File: config.mk
export PLATFORM = sky130hd
export DESIGN_NAME = fb_reader
export DESIGN_NICKNAME = d
export VERILOG_FILES = /design/src/rtl/fb_pkg.sv /design/src/rtl/fb_skid.sv /design/src/rtl/fb_reader.sv
export SDC_FILE = /design/constraint.sdc
export NUM_CORES = 1
export LEC_CHECK = 0
export CAP_MARGIN = 20
export CORE_MARGIN = 1
export CORE_UTILIZATION = 45
export CTS_CLUSTER_SIZE = 12
export DETAILED_ROUTE_END_ITERATION = 10
export GPL_TIMING_DRIVEN = 0
export PLACE_DENSITY = 0.65
export SYNTH_ARGS = -nofsm -noshare
export SYNTH_HDL_FRONTEND = slang
export SYNTH_HIERARCHICAL = 1
export SYNTH_SLANG_ARGS = --single-unit
File: constraint.sdc
create_clock -name clk -period 4.3 [get_ports clk]
set_input_delay 0.645 -clock clk [delete_from_list [all_inputs] [get_ports clk]]
set_output_delay 0.645 -clock clk [all_outputs]
set_load 0.03 [all_outputs]
File: src/rtl/fb_pkg.sv
// Shared framebuffer geometry, scan FSM encoding and address helper.
package fb_pkg;

  localparam int unsigned H_RES   = 320;
  localparam int unsigned V_RES   = 240;
  localparam int unsigned FB_SIZE = H_RES * V_RES;

  typedef enum logic [1:0] {
    ST_IDLE  = 2'd0,
    ST_RUN   = 2'd1,
    ST_DRAIN = 2'd2
  } fb_state_e;

  // Row start address (row * h) built from shifted additions of h.
  function automatic int unsigned row_base(input logic [7:0] row, input int unsigned h);
    int unsigned acc;
    acc = 0;
    for (int i = 0; i < 8; i++) begin
      if (row[i]) acc = acc + (h << i);
    end
    return acc;
  endfunction

endpackage

File: src/rtl/fb_skid.sv
// Two-entry output buffer with valid/ready on both sides; head drives the output.
module fb_skid #(
  parameter int unsigned W = 10
) (
  input  logic         clk,
  input  logic         rst_n,
  input  logic         in_valid,
  output logic         in_ready,
  input  logic [W-1:0] in_data,
  output logic         out_valid,
  input  logic         out_ready,
  output logic [W-1:0] out_data,
  output logic [1:0]   level
);

  logic [W-1:0] tail_q;
  logic         push;
  logic         pop;
  logic [1:0]   cnt_d;

  // Handshakes and next occupancy.
  always_comb begin
    push  = in_valid && in_ready;
    pop   = out_valid && out_ready;
    cnt_d = level + 2'(push) - 2'(pop);
  end

  // Head/tail storage; flags registered from next occupancy.
  always_ff @(posedge clk or negedge rst_n) begin
    if (!rst_n) begin
      out_data  <= '0;
      tail_q    <= '0;
      level     <= 2'd0;
      out_valid <= 1'b0;
      in_ready  <= 1'b1;
    end else begin
      level     <= cnt_d;
      out_valid <= (cnt_d != 2'd0);
      in_ready  <= (cnt_d != 2'd2);
      case ({push, pop})
        2'b10: begin
          if (level == 2'd0) out_data <= in_data;
          else               tail_q   <= in_data;
        end
        2'b01: out_data <= tail_q;
        2'b11: begin
          if (level == 2'd1) begin
            out_data <= in_data;
          end else begin
            out_data <= tail_q;
            tail_q   <= in_data;
          end
        end
        default: ;
      endcase
    end
  end

endmodule

File: src/rtl/fb_reader.sv
// Framebuffer scan-out: reads one frame with waterfall row offset, streams pixels.
module fb_reader #(
  parameter int unsigned H_RES  = fb_pkg::H_RES,
  parameter int unsigned V_RES  = fb_pkg::V_RES,
  parameter int unsigned ADDR_W = 17,
  parameter int unsigned DATA_W = 8
) (
  input  logic              clk,
  input  logic              reset_n,
  input  logic              start,
  input  logic [7:0]        row_offset,
  output logic              busy,
  input  logic              mem_grant,
  output logic [ADDR_W-1:0] mem_addr,
  output logic              mem_wen,
  input  logic [DATA_W-1:0] mem_rdata,
  output logic [DATA_W-1:0] pix_data,
  output logic              pix_valid,
  input  logic              pix_ready,
  output logic              pix_sof,
  output logic              pix_eol
);

  import fb_pkg::*;

  localparam int unsigned XW    = $clog2(H_RES + 1);
  localparam int unsigned YW    = $clog2(V_RES + 1);
  localparam int unsigned FB_SZ = H_RES * V_RES;

  logic [1:0]        rst_sync;
  logic              rst_n;
  fb_state_e         state_q, state_d;
  logic [XW-1:0]     x_q;
  logic [YW-1:0]     y_q;
  logic [ADDR_W-1:0] base_q, base_inc, start_base;
  logic [7:0]        off_eff;
  logic              rd_pend, pend_sof, pend_eol;
  logic              issue, accept, last_rd, pop;
  logic [1:0]        occ, sk_level;
  logic              sk_in_ready;
  logic [DATA_W+1:0] sk_out;

  assign mem_wen = 1'b0;

  // Reset asserts immediately, releases after two clk edges.
  always_ff @(posedge clk or negedge reset_n) begin
    if (!reset_n) rst_sync <= 2'b00;
    else          rst_sync <= {rst_sync[0], 1'b1};
  end
  assign rst_n = rst_sync[1];

  // Read issue decision and address arithmetic (additions only).
  always_comb begin
    pop        = pix_valid && pix_ready;
    occ        = sk_level - 2'(pop) + 2'(rd_pend);
    accept     = (state_q == ST_IDLE) && start;
    issue      = (state_q == ST_RUN) && mem_grant && (occ < 2'd2) && (sk_in_ready || pop);
    last_rd    = (x_q == XW'(H_RES - 1)) && (y_q == YW'(V_RES - 1));
    off_eff    = (32'(row_offset) >= V_RES) ? 8'd0 : row_offset;
    start_base = ADDR_W'(row_base(off_eff, H_RES));
    base_inc   = base_q + ADDR_W'(H_RES);
    if (base_inc == ADDR_W'(FB_SZ)) base_inc = '0;
  end

  // Next-state logic.
  always_comb begin
    state_d = state_q;
    case (state_q)
      ST_IDLE:  if (start) state_d = ST_RUN;
      ST_RUN:   if (issue && last_rd) state_d = ST_DRAIN;
      ST_DRAIN: if (!rd_pend && ((sk_level == 2'd0) || ((sk_level == 2'd1) && pop)))
                  state_d = ST_IDLE;
      default:  state_d = ST_IDLE;
    endcase
  end

  // State register and busy flag.
  always_ff @(posedge clk or negedge rst_n) begin
    if (!rst_n) begin
      state_q <= ST_IDLE;
      busy    <= 1'b0;
    end else begin
      state_q <= state_d;
      busy    <= (state_d != ST_IDLE);
    end
  end

  // Scan counters, address register and in-flight read tags.
  always_ff @(posedge clk or negedge rst_n) begin
    if (!rst_n) begin
      x_q      <= '0;
      y_q      <= '0;
      base_q   <= '0;
      mem_addr <= '0;
      rd_pend  <= 1'b0;
      pend_sof <= 1'b0;
      pend_eol <= 1'b0;
    end else begin
      rd_pend <= issue;
      if (issue) begin
        pend_sof <= (x_q == '0) && (y_q == '0);
        pend_eol <= (x_q == XW'(H_RES - 1));
      end
      if (accept) begin
        x_q      <= '0;
        y_q      <= '0;
        base_q   <= start_base;
        mem_addr <= start_base;
      end else if (issue && !last_rd) begin
        if (x_q == XW'(H_RES - 1)) begin
          x_q      <= '0;
          y_q      <= y_q + YW'(1);
          base_q   <= base_inc;
          mem_addr <= base_inc;
        end else begin
          x_q      <= x_q + XW'(1);
          mem_addr <= mem_addr + ADDR_W'(1);
        end
      end
    end
  end

  fb_skid #(.W(DATA_W + 2)) u_skid (
    .clk       (clk),
    .rst_n     (rst_n),
    .in_valid  (rd_pend),
    .in_ready  (sk_in_ready),
    .in_data   ({pend_sof, pend_eol, mem_rdata}),
    .out_valid (pix_valid),
    .out_ready (pix_ready),
    .out_data  (sk_out),
    .level     (sk_level)
  );

  assign pix_data = sk_out[DATA_W-1:0];
  assign pix_eol  = sk_out[DATA_W];
  assign pix_sof  = sk_out[DATA_W+1];

endmodule
== Word-level counts from Yosys, hierarchy flattened ==
Index checks and enable logic that the tools add are counted.

* Muxes and demuxes: 32
* Add/subtract/negate cells: 15
* Order comparisons: 2
* Reductions and logical operators: 29
* Equal/unequal tests: 13

{| class="wikitable"
|+ Operators by type and width
! cell !! count
|-
| $mux W17 || 14
|-
| $mux W10 || 4
|-
| $mux W9 || 4
|-
| $mux W8 || 4
|-
| $pmux W10 S3 || 1
|-
| $pmux W10 S2 || 1
|-
| $add A17 B1 Y17 const B || 1
|-
| $add A17 B11 Y17 const B || 1
|-
| $add A17 B12 Y17 const B || 1
|-
| $add A17 B13 Y17 const B || 1
|-
| $add A17 B14 Y17 const B || 1
|-
| $add A17 B15 Y17 const B || 1
|-
| $add A17 B16 Y17 const B || 1
|-
| $add A17 B9 Y17 const B || 1
|-
| $eq A17 B17 Y1 const B || 1
|-
| $logic_and A1 B1 Y1 || 12
|-
| $add A9 B10 Y11 const B || 1
|-
| $reduce_bool A2 Y1 || 5
|-
| $add A9 B1 Y9 const B || 1
|-
| $eq A9 B9 Y1 const B || 1
|-
| $logic_not A9 Y1 || 1
|-
| $add A8 B1 Y8 const B || 1
|-
| $eq A8 B8 Y1 const B || 1
|-
| $ge A8 B8 Y1 const B || 1
|-
| 15 further kinds || 30
|}

* Output and inout port bits: 30
* Flip-flop bits (word level): 83

== Depth between registers and ports, before layout ==
Gate-level depths: netlist of the first run.

* Word-level depth: 18
* Depth in mapped cells: 29
* Gate-level depth less buffers: 28

== Cells and area by module ==
Netlist of the first run, hierarchy kept.

{| class="wikitable"
|+ Modules (own cells, without submodules)
! module !! instances !! area each (um^2) !! seq. area each (um^2) !! cells an instance
|-
| fb_reader || 1 || 4,177.8 || 1,476.4 || 484
|-
| fb_skid || 1 || 1,154.9 || 601.8 || 104
|}

== Worst setup path before layout of the first run ==
OpenSTA, ideal clock, no wires.

* Path kind: input to register
* Start point: input row_offset[6]
* End point: register mem_addr[14]
* Path slack: -0.889 ns
* Data required time: 4.177 ns
* Setup time: 0.123 ns
* Stages on the path: 29
* Data arrival time: 5.066 ns
* Cell sequence: clkbuf_1 -> nand4_1 -> and2_1 -> ha_1 -> mux2i_1 -> nor2_1 -> ha_1 -> inv_1 -> ha_1 -> nor2b_1 -> a31oi_1 -> nor2_1 -> ha_1 -> nor2b_1 -> xnor2_1 -> nor2_1 -> ha_1 -> nand2b_1 -> nand3_1 -> o221ai_1 -> ha_1 -> nand2b_1 -> a211o_1 -> nand2_1 -> nor2_1 -> ha_1 -> a31oi_1 -> o21ai_0 -> o221a_2

* Cells in the longest elaborated chain, start to end: 18

{| class="wikitable"
|+ Ends and longest elaborated chain
! item !! line !! RTL
|-
| from (decl) || fb_reader.sv:11 || <nowiki>input logic [7:0] row_offset,</nowiki>
|-
| $ge A8 B8 Y1 || fb_reader.sv:59 || <nowiki>off_eff = (32'(row_offset) >= V_RES) ? 8'd0 : row_offset;</nowiki>
|-
| $mux W8 (*) || fb_reader.sv:59 ||
|-
| $mux W9 || fb_pkg.sv:19 || <nowiki>if (row[i]) acc = acc + (h << i);</nowiki>
|-
| $add A9 B10 Y11 || fb_pkg.sv:19 ||
|-
| $mux W17 || fb_pkg.sv:19 ||
|-
| $add A17 B11 Y17 || fb_pkg.sv:19 ||
|-
| $mux W17 || fb_pkg.sv:19 ||
|-
| $add A17 B12 Y17 || fb_pkg.sv:19 ||
|-
| (+2 left out) || - ||
|-
| $mux W17 || fb_pkg.sv:19 ||
|-
| $add A17 B14 Y17 || fb_pkg.sv:19 ||
|-
| $mux W17 || fb_pkg.sv:19 ||
|-
| $add A17 B15 Y17 || fb_pkg.sv:19 ||
|-
| $mux W17 || fb_pkg.sv:19 ||
|-
| $add A17 B16 Y17 || fb_pkg.sv:19 ||
|-
| $mux W17 (*) || fb_pkg.sv:19 ||
|-
| $mux W17 (*) || fb_reader.sv:104 || <nowiki>if (accept) begin</nowiki>
|-
| to (signal assigned) || fb_reader.sv:108 || <nowiki>mem_addr <= start_base;</nowiki>
|-
| to (signal assigned) || fb_reader.sv:114 || <nowiki>mem_addr <= base_inc;</nowiki>
|-
| to (signal assigned) || fb_reader.sv:117 || <nowiki>mem_addr <= mem_addr + ADDR_W'(1);</nowiki>
|-
| to (decl) || fb_reader.sv:14 || <nowiki>output logic [ADDR_W-1:0] mem_addr,</nowiki>
|}

Mark *: on every way between the ends. The rest lies on a longest branch, timed or not.
A chain may end at the register's enable or synchronous reset.

== Worst setup path after layout of the first run ==
* Start point: input row_offset[7]
* End point: register mem_addr[14]

The elaborated chain is that of the path after synthesis.

==> results.cfg, run 1 <==
[setup_path]
cp-end-kind = register
crit_family = adder cells
r2r_slack_ps = 1310
cp_max_fo = 4
rr_worst_depth = 8
worst_ep_arrival_time_ps = 5080
critPathMaxStageDelay_ps = 350
r2r-end = mem_addr[9]
crit_slowest_cell = ha_2
worstSetupPathType = in2reg
r2r-start = x_q[0]
critPathLaunchType = primary input
crit_required_ps = 4590
cp_num_buf_inv = 3

[cts]
cts_tree = done
clock_latency_ps = 350
root_buffer = clkbuf_16
htreeDepth = 3
clock_path_buffers = 2
cts_inserted_buffers = 9
clkTransAtPathRegs_ps = 60
cts_sinks = 83

[sta]
skew_ps = 8.51
whs_ps = 259
tns_ps = -2850
fmax_mhz = 209
fin_crit_sh = 1.11
slew_viol_final = 0
max-slew-margin-rel = 0.518
rsz0062_at_grt = true
fin_ws_ps = -492
setup_viol = 8
period_minus_slack_ps = 4790
tightest_slew_ps = 717
finalHoldViolCount = 0

[power]
p_int_w = 0.00204
leakage_nw = 2.81
total_power_w = 0.00332
p_per_area_nw_per_um2 = 494
power_frac_clock = 0.236
power_frac_seq = 0.346
combPwrFrac = 0.418
ir_drop_uv = 404
p_sw_w = 0.00128
switching_share = 0.385

[cells_and_area]
areaGrowthSynthToFinish_pct = 26.0
fin_nets = 705
finalNonFillerCells = 812
drive_gt1_frac = 0.184
diodes = 0

[status]
status = complete, but fails checks
violations = negative setup slack

[floorplan]
die_h_um = 111
io_pins = 51
rows = 39
die_width_um = 111
die_area_um2 = 12300
core_region_area_um2 = 11500
initial_core_util = 0.465

[synthesis]
synth.avg_cell_area_um2 = 9.07
synthCells = 588
syn-num-nets = 629
syn_area_um2 = 5330
synthTopCellsByArea = dfrtp_1 38%, ha_1 4.7%, nand3_1 3.8%
synth_seq_cells = 83
yosys.area.top_type = dfrtp_1
synth.distinct_cells = 81
yosysSeqAreaShare = 0.390
async_reset_ff_frac = 1.00
synth_top_area_share = 0.385
yosysWarningCount = 6
ys.flop_type = dfrtp_1
synth_edf_count = 0

[drt]
drt_pass1_iterations = 5
drc_errors = 0
drt-total-wl_um = 14700
drtIter0Drc = 376
ant_nets = 0
vias = 4856
vias_per_cell = 5.98
routedWlPerCell_um = 18.1

[global_route]
grt_antenna_before_repair = 0
grt_max_degree = 53
grt_pass1_vias = 4615
grt_first_pass_wirelength_um = 23400
grt_use_total = 0.241
overflow = 0

[place]
preCtsSetupSlack_ps = -1670
portBuffers = 46
placed_cells = 778
dpl.hpwl_um = 10100
gp_congestion = 0.876

[min_path]
hold_path_class = reg2async

[job]
maxCapViolations = 0
[Yosys cell counts, types with 12 or more instances]
| cell type | n |
|---|---|
| nor3_1 | 24 |
| a31oi_1 | 15 |
| nand2_1 | 44 |
| xor2_1 | 17 |
| o21ai_0 | 37 |
| ha_1 | 20 |
| nand4_1 | 13 |
| clkbuf_1 | 12 |
| dfrtp_1 | 82 |
| nor2_1 | 52 |
| a21oi_1 | 35 |
| inv_1 | 18 |
| xnor2_1 | 17 |
| nand3_1 | 40 |
[cells by family (layout without fill, tap and decap cells)]
| family | count (synthesis) | count (layout) | synth area share |
|---|---|---|---|
| AO/OA/AOI/OAI | 136 | 136 | 0.170 |
| AND/OR/NAND/NOR | 250 | 250 | 0.255 |
| adder cells (fa/ha/maj) | 20 | 20 | 0.0469 |
| flip-flops | 83 | 83 | 0.390 |
| buffers and inverters | 50 | 131 | 0.0544 |
| XOR/XNOR | 34 | 34 | 0.0558 |
| multiplexers | 13 | 13 | 0.0270 |
| other | 2 | 2 | 0.00141 |
[final cells by class]
cell class | count | area [um2]
buffer | 32 | 280
fill | 991 | 4750
multi-input combinational | 455 | 3180
tap | 143 | 179
timing repair buffer | 65 | 637
clock buffer | 12 | 246
clock inverter | 4 | 50.0
inverter | 18 | 67.6
sequential | 83 | 2080
[worst max-delay path by stage]
| stage | startpoint | cells after the start | end | slack, ps |
|---|---|---|---|---|
| finish | row_offset[7] | 29 | mem_addr[14] | -490 |
| CTS | row_offset[6] | 29 | mem_addr[14] | -420 |
| global placement | row_offset[5] | 29 | mem_addr[14] | -1560 |
| floorplan | row_offset[7] | 29 | mem_addr[14] | -550 |
| detailed placement | row_offset[5] | 29 | mem_addr[14] | -1670 |
| global route | row_offset[7] | 29 | mem_addr[14] | -710 |
[layer usage]
metal  share of wire  wire length, um  track usage
met1            0.44             6480        0.311
met5               0                0            0
met4           0.027              395        0.109
met3           0.051              743       0.0388
met2            0.48             7090        0.397
[state kept, by name, summed over array words and instances (netlist names), 2 cells and up]
signal,flops
y_q,8
base_q,17
u_skid/level,2
u_skid/tail_q,10
rst_sync,2
state_q,2
u_skid/out_data,10
x_q,9
mem_addr,17
[stage by stage]
step / util / area [um2]
2_1_floorplan: - / 5400
3_3_place_gp: 0.526 / 6040
3_5_place_dp: 0.529 / 6070
4_1_cts: 0.572 / 6560
5_1_grt: 0.586 / 6720
6_report: 0.586 / 6720
[what timing repair did]
item                                    4_1_cts  5_1_grt
pin swaps                                    18       22
hold buffers                                  0        0
setup buffers                                12        7
endpoints found under the setup margin       11        9
cloned                                        0        0
resized for setup                            29       21
[cell usage in the layout, fill, tap and decap left out, drive strengths merged, types with 4 or more instances in the layout]
cell type      count
nor4               9
nand2             45
nor3b              4
o211ai             4
clkbuf            27
xor2              17
mux2              11
a31oi             16
xnor2             17
nand3             41
nand2b             7
inv               18
a21oi             36
or3                6
o21ai             39
o31ai              5
nor3              25
nor2b              9
dfrtp             82
and2               8
or2                5
buf               36
and3              10
ha                20
nor2              53
clkdlybuf4s50     43
nand4             13
[power by group through the flow]
| stage | Clock [W] | Sequential [W] | Combinational [W] |
|---|---|---|---|
| finish | 0.000783 | 0.00115 | 0.00139 |
| global route | 0.000824 | 0.00118 | 0.00150 |
| CTS | 0.000796 | 0.00115 | 0.00134 |
| detailed placement | 0 | 0.00116 | 0.00129 |
| global placement | 0 | 0.00116 | 0.00125 |
| floorplan | 0 | 0.00129 | 0.000725 |
Note: power is estimated with default switching activity, not from simulation.
==> inputs of run 2 (changes only) <==
--- a/config.mk
+++ b/config.mk
@@ -5,9 +5,11 @@
 export SDC_FILE = /design/constraint.sdc
 export NUM_CORES = 1
 export LEC_CHECK = 0
+export ABC_AREA = 1
 export CAP_MARGIN = 20
 export CORE_MARGIN = 1
 export CORE_UTILIZATION = 45
+export CTS_CLUSTER_DIAMETER = 80
 export CTS_CLUSTER_SIZE = 12
 export DETAILED_ROUTE_END_ITERATION = 10
 export GPL_TIMING_DRIVEN = 0
==> run 2 against run 1 <==
  * The run now ends clean
  * Wire length decreased by 6.3%
  * Critical path depth increased by 3
  * Power increased by 23%
  * Sequential cell count unchanged
  * Highest routed layer unchanged
==> results.cfg, run 2 <==
[sta]
whs_ps = 287
max-slew-margin-rel = 0.473
fmax_mhz = 239
setup_viol = 0
fin_crit_sh = 0.973
period_minus_slack_ps = 4180
skew_ps = 7.16
tightest_slew_ps = 790
finalHoldViolCount = 0
slew_viol_final = 0

[setup_path]
worstSetupPathType = in2reg
cp-end-kind = register
rr_worst_depth = 11
worst_ep_arrival_time_ps = 4440
cp_num_buf_inv = 17
cp_max_fo = 4
crit_family = buffers and inverters
critPathLaunchType = primary input
crit_required_ps = 4560
r2r_slack_ps = 1730
r2r-end = mem_addr[9]
crit_slowest_cell = ha_4
cpMostUsedCell = buf_4
r2r-start = u_skid/level[0]
critPathMaxStageDelay_ps = 270

[place]
portBuffers = 49
dpl.hpwl_um = 9650
gp_congestion = 0.903

[status]
status = completed

[floorplan]
initial_core_util = 0.470
io_pins = 51
core_region_area_um2 = 11000
die_width_um = 109
die_h_um = 109
rows = 38
die_area_um2 = 12000

[synthesis]
synth_edf_count = 0
yosys.area.top_type = dfrtp_1
synthTopCellsByArea = dfrtp_1 40%, nand2_1 15%, inv_1 7.0%
synth_top_area_share = 0.396
yosysSeqAreaShare = 0.401
yosysWarningCount = 6
synth.distinct_cells = 45
syn-num-nets = 753
synth.avg_cell_area_um2 = 7.28
synth_most_common_cell = nand2_1
ys.flop_type = dfrtp_1
ys_top_cells_by_count = 209 x nand2_1, 97 x inv_1, 82 x dfrtp_1, 80 x nor2_1, 40 x nand3_1
syn_area_um2 = 5190
async_reset_ff_frac = 1.00
synthCells = 712
synth_seq_cells = 83

[cells_and_area]
final_util = 0.596
areaGrowthSynthToFinish_pct = 26.7
diodes = 0
drive_gt1_frac = 0.141
fin_nets = 839
final_common_cell = nand2_1
reg_top3 = base_q: 17 flops, mem_addr: 17 flops
final_cell_mix = 197 x nand2_1, 90 x inv_1, 81 x dfrtp_1, 73 x nor2_1, 42 x clkdlybuf4s50_1

[cts]
htreeDepth = 3
root_buffer = clkbuf_16
cts_inserted_buffers = 9
clock_latency_ps = 340
clock_path_buffers = 2
clkTransAtPathRegs_ps = 60
cts_tree = done
cts_sinks = 83

[min_path]
hold_path_class = reg2async

[global_route]
grt_max_degree = 50
grt_pass1_vias = 4795
grt_antenna_before_repair = 0
grt_first_pass_wirelength_um = 22500
overflow = 0
grt_use_total = 0.245

[power]
p_per_area_nw_per_um2 = 619
ir_drop_uv = 359
leakage_nw = 3.33

[drt]
vias = 4955
drc_errors = 0
ant_nets = 0
drtIter0Drc = 315
drt_pass1_iterations = 5
vias_per_cell = 5.25
routedWlPerCell_um = 14.6
drt-total-wl_um = 13800

[job]
maxCapViolations = 0
-- run 2: what timing repair did --
action                                  CTS  global route
hold buffers                              0             0
buffers inserted                         20             5
gates resized for setup                  41            24
endpoints found under the setup margin    8            10
pin swaps                                21            21
-- run 2: routing by layer --
metal	wire, um	global-route usage	part of all wire	vias up
li1	-	-	-	2459
met1	6050	0.311	0.44	2337
met2	6740	0.412	0.49	133
met3	651	0.0480	0.047	26
met4	333	0.0933	0.024	0
met5	0	0	0	-
-- run 2: logic make-up after synthesis --
logic type,synth area share
other,0.00145
adders and majority gates,0.0483
xor gates and xnor gates,0.0355
DFF,0.401
buffers and inverters,0.0905
AOI/OAI and AO/OA,0.107
and+or+nand+nor,0.317
-- run 2: power by group --
group,internal [W],total (W),switching [W]
registers,0.00106,0.00130,0.000233
clock network,0.000511,0.000824,0.000313
logic,0.000746,0.00195,0.00120
total,0.00232,0.00407,0.00175
-- run 2: how the worst max path moves through the flow --
stage,from,endpoint,slack [ps],cells after the start
global route,row_offset[6],mem_addr[11],-30,32
detailed placement,row_offset[4],mem_addr[15],-1000,33
finish,row_offset[7],mem_addr[11],120,32
global placement,row_offset[4],mem_addr[15],-910,33
CTS,row_offset[5],mem_addr[14],10,33
floorplan,row_offset[6],mem_addr[14],3,32
-- run 2: through the flow --
stage	power, W	worst slack [ps]	cells	cell area, um2	setup TNS (ps)
2_1_floorplan	0.00257	2.53	712	5220	0
3_3_place_gp	0.00310	-905	901	5880	-5660
3_5_place_dp	0.00315	-1000	902	5910	-6410
4_1_cts	0.00405	10.6	938	6440	0
5_1_grt	0.00439	-27.6	943	6570	-64.9
6_report	0.00407	116	943	6570	0
-- run 2: final cells by class --
class | count | area (um2)
fill | 1016 | 4460
multi-input combinational | 513 | 2840
sequential | 83 | 2080
timing repair buffer | 75 | 691
inverter | 101 | 384
clock buffer | 12 | 236
tap | 140 | 175
buffer | 15 | 87.6
clock inverter | 4 | 73.8
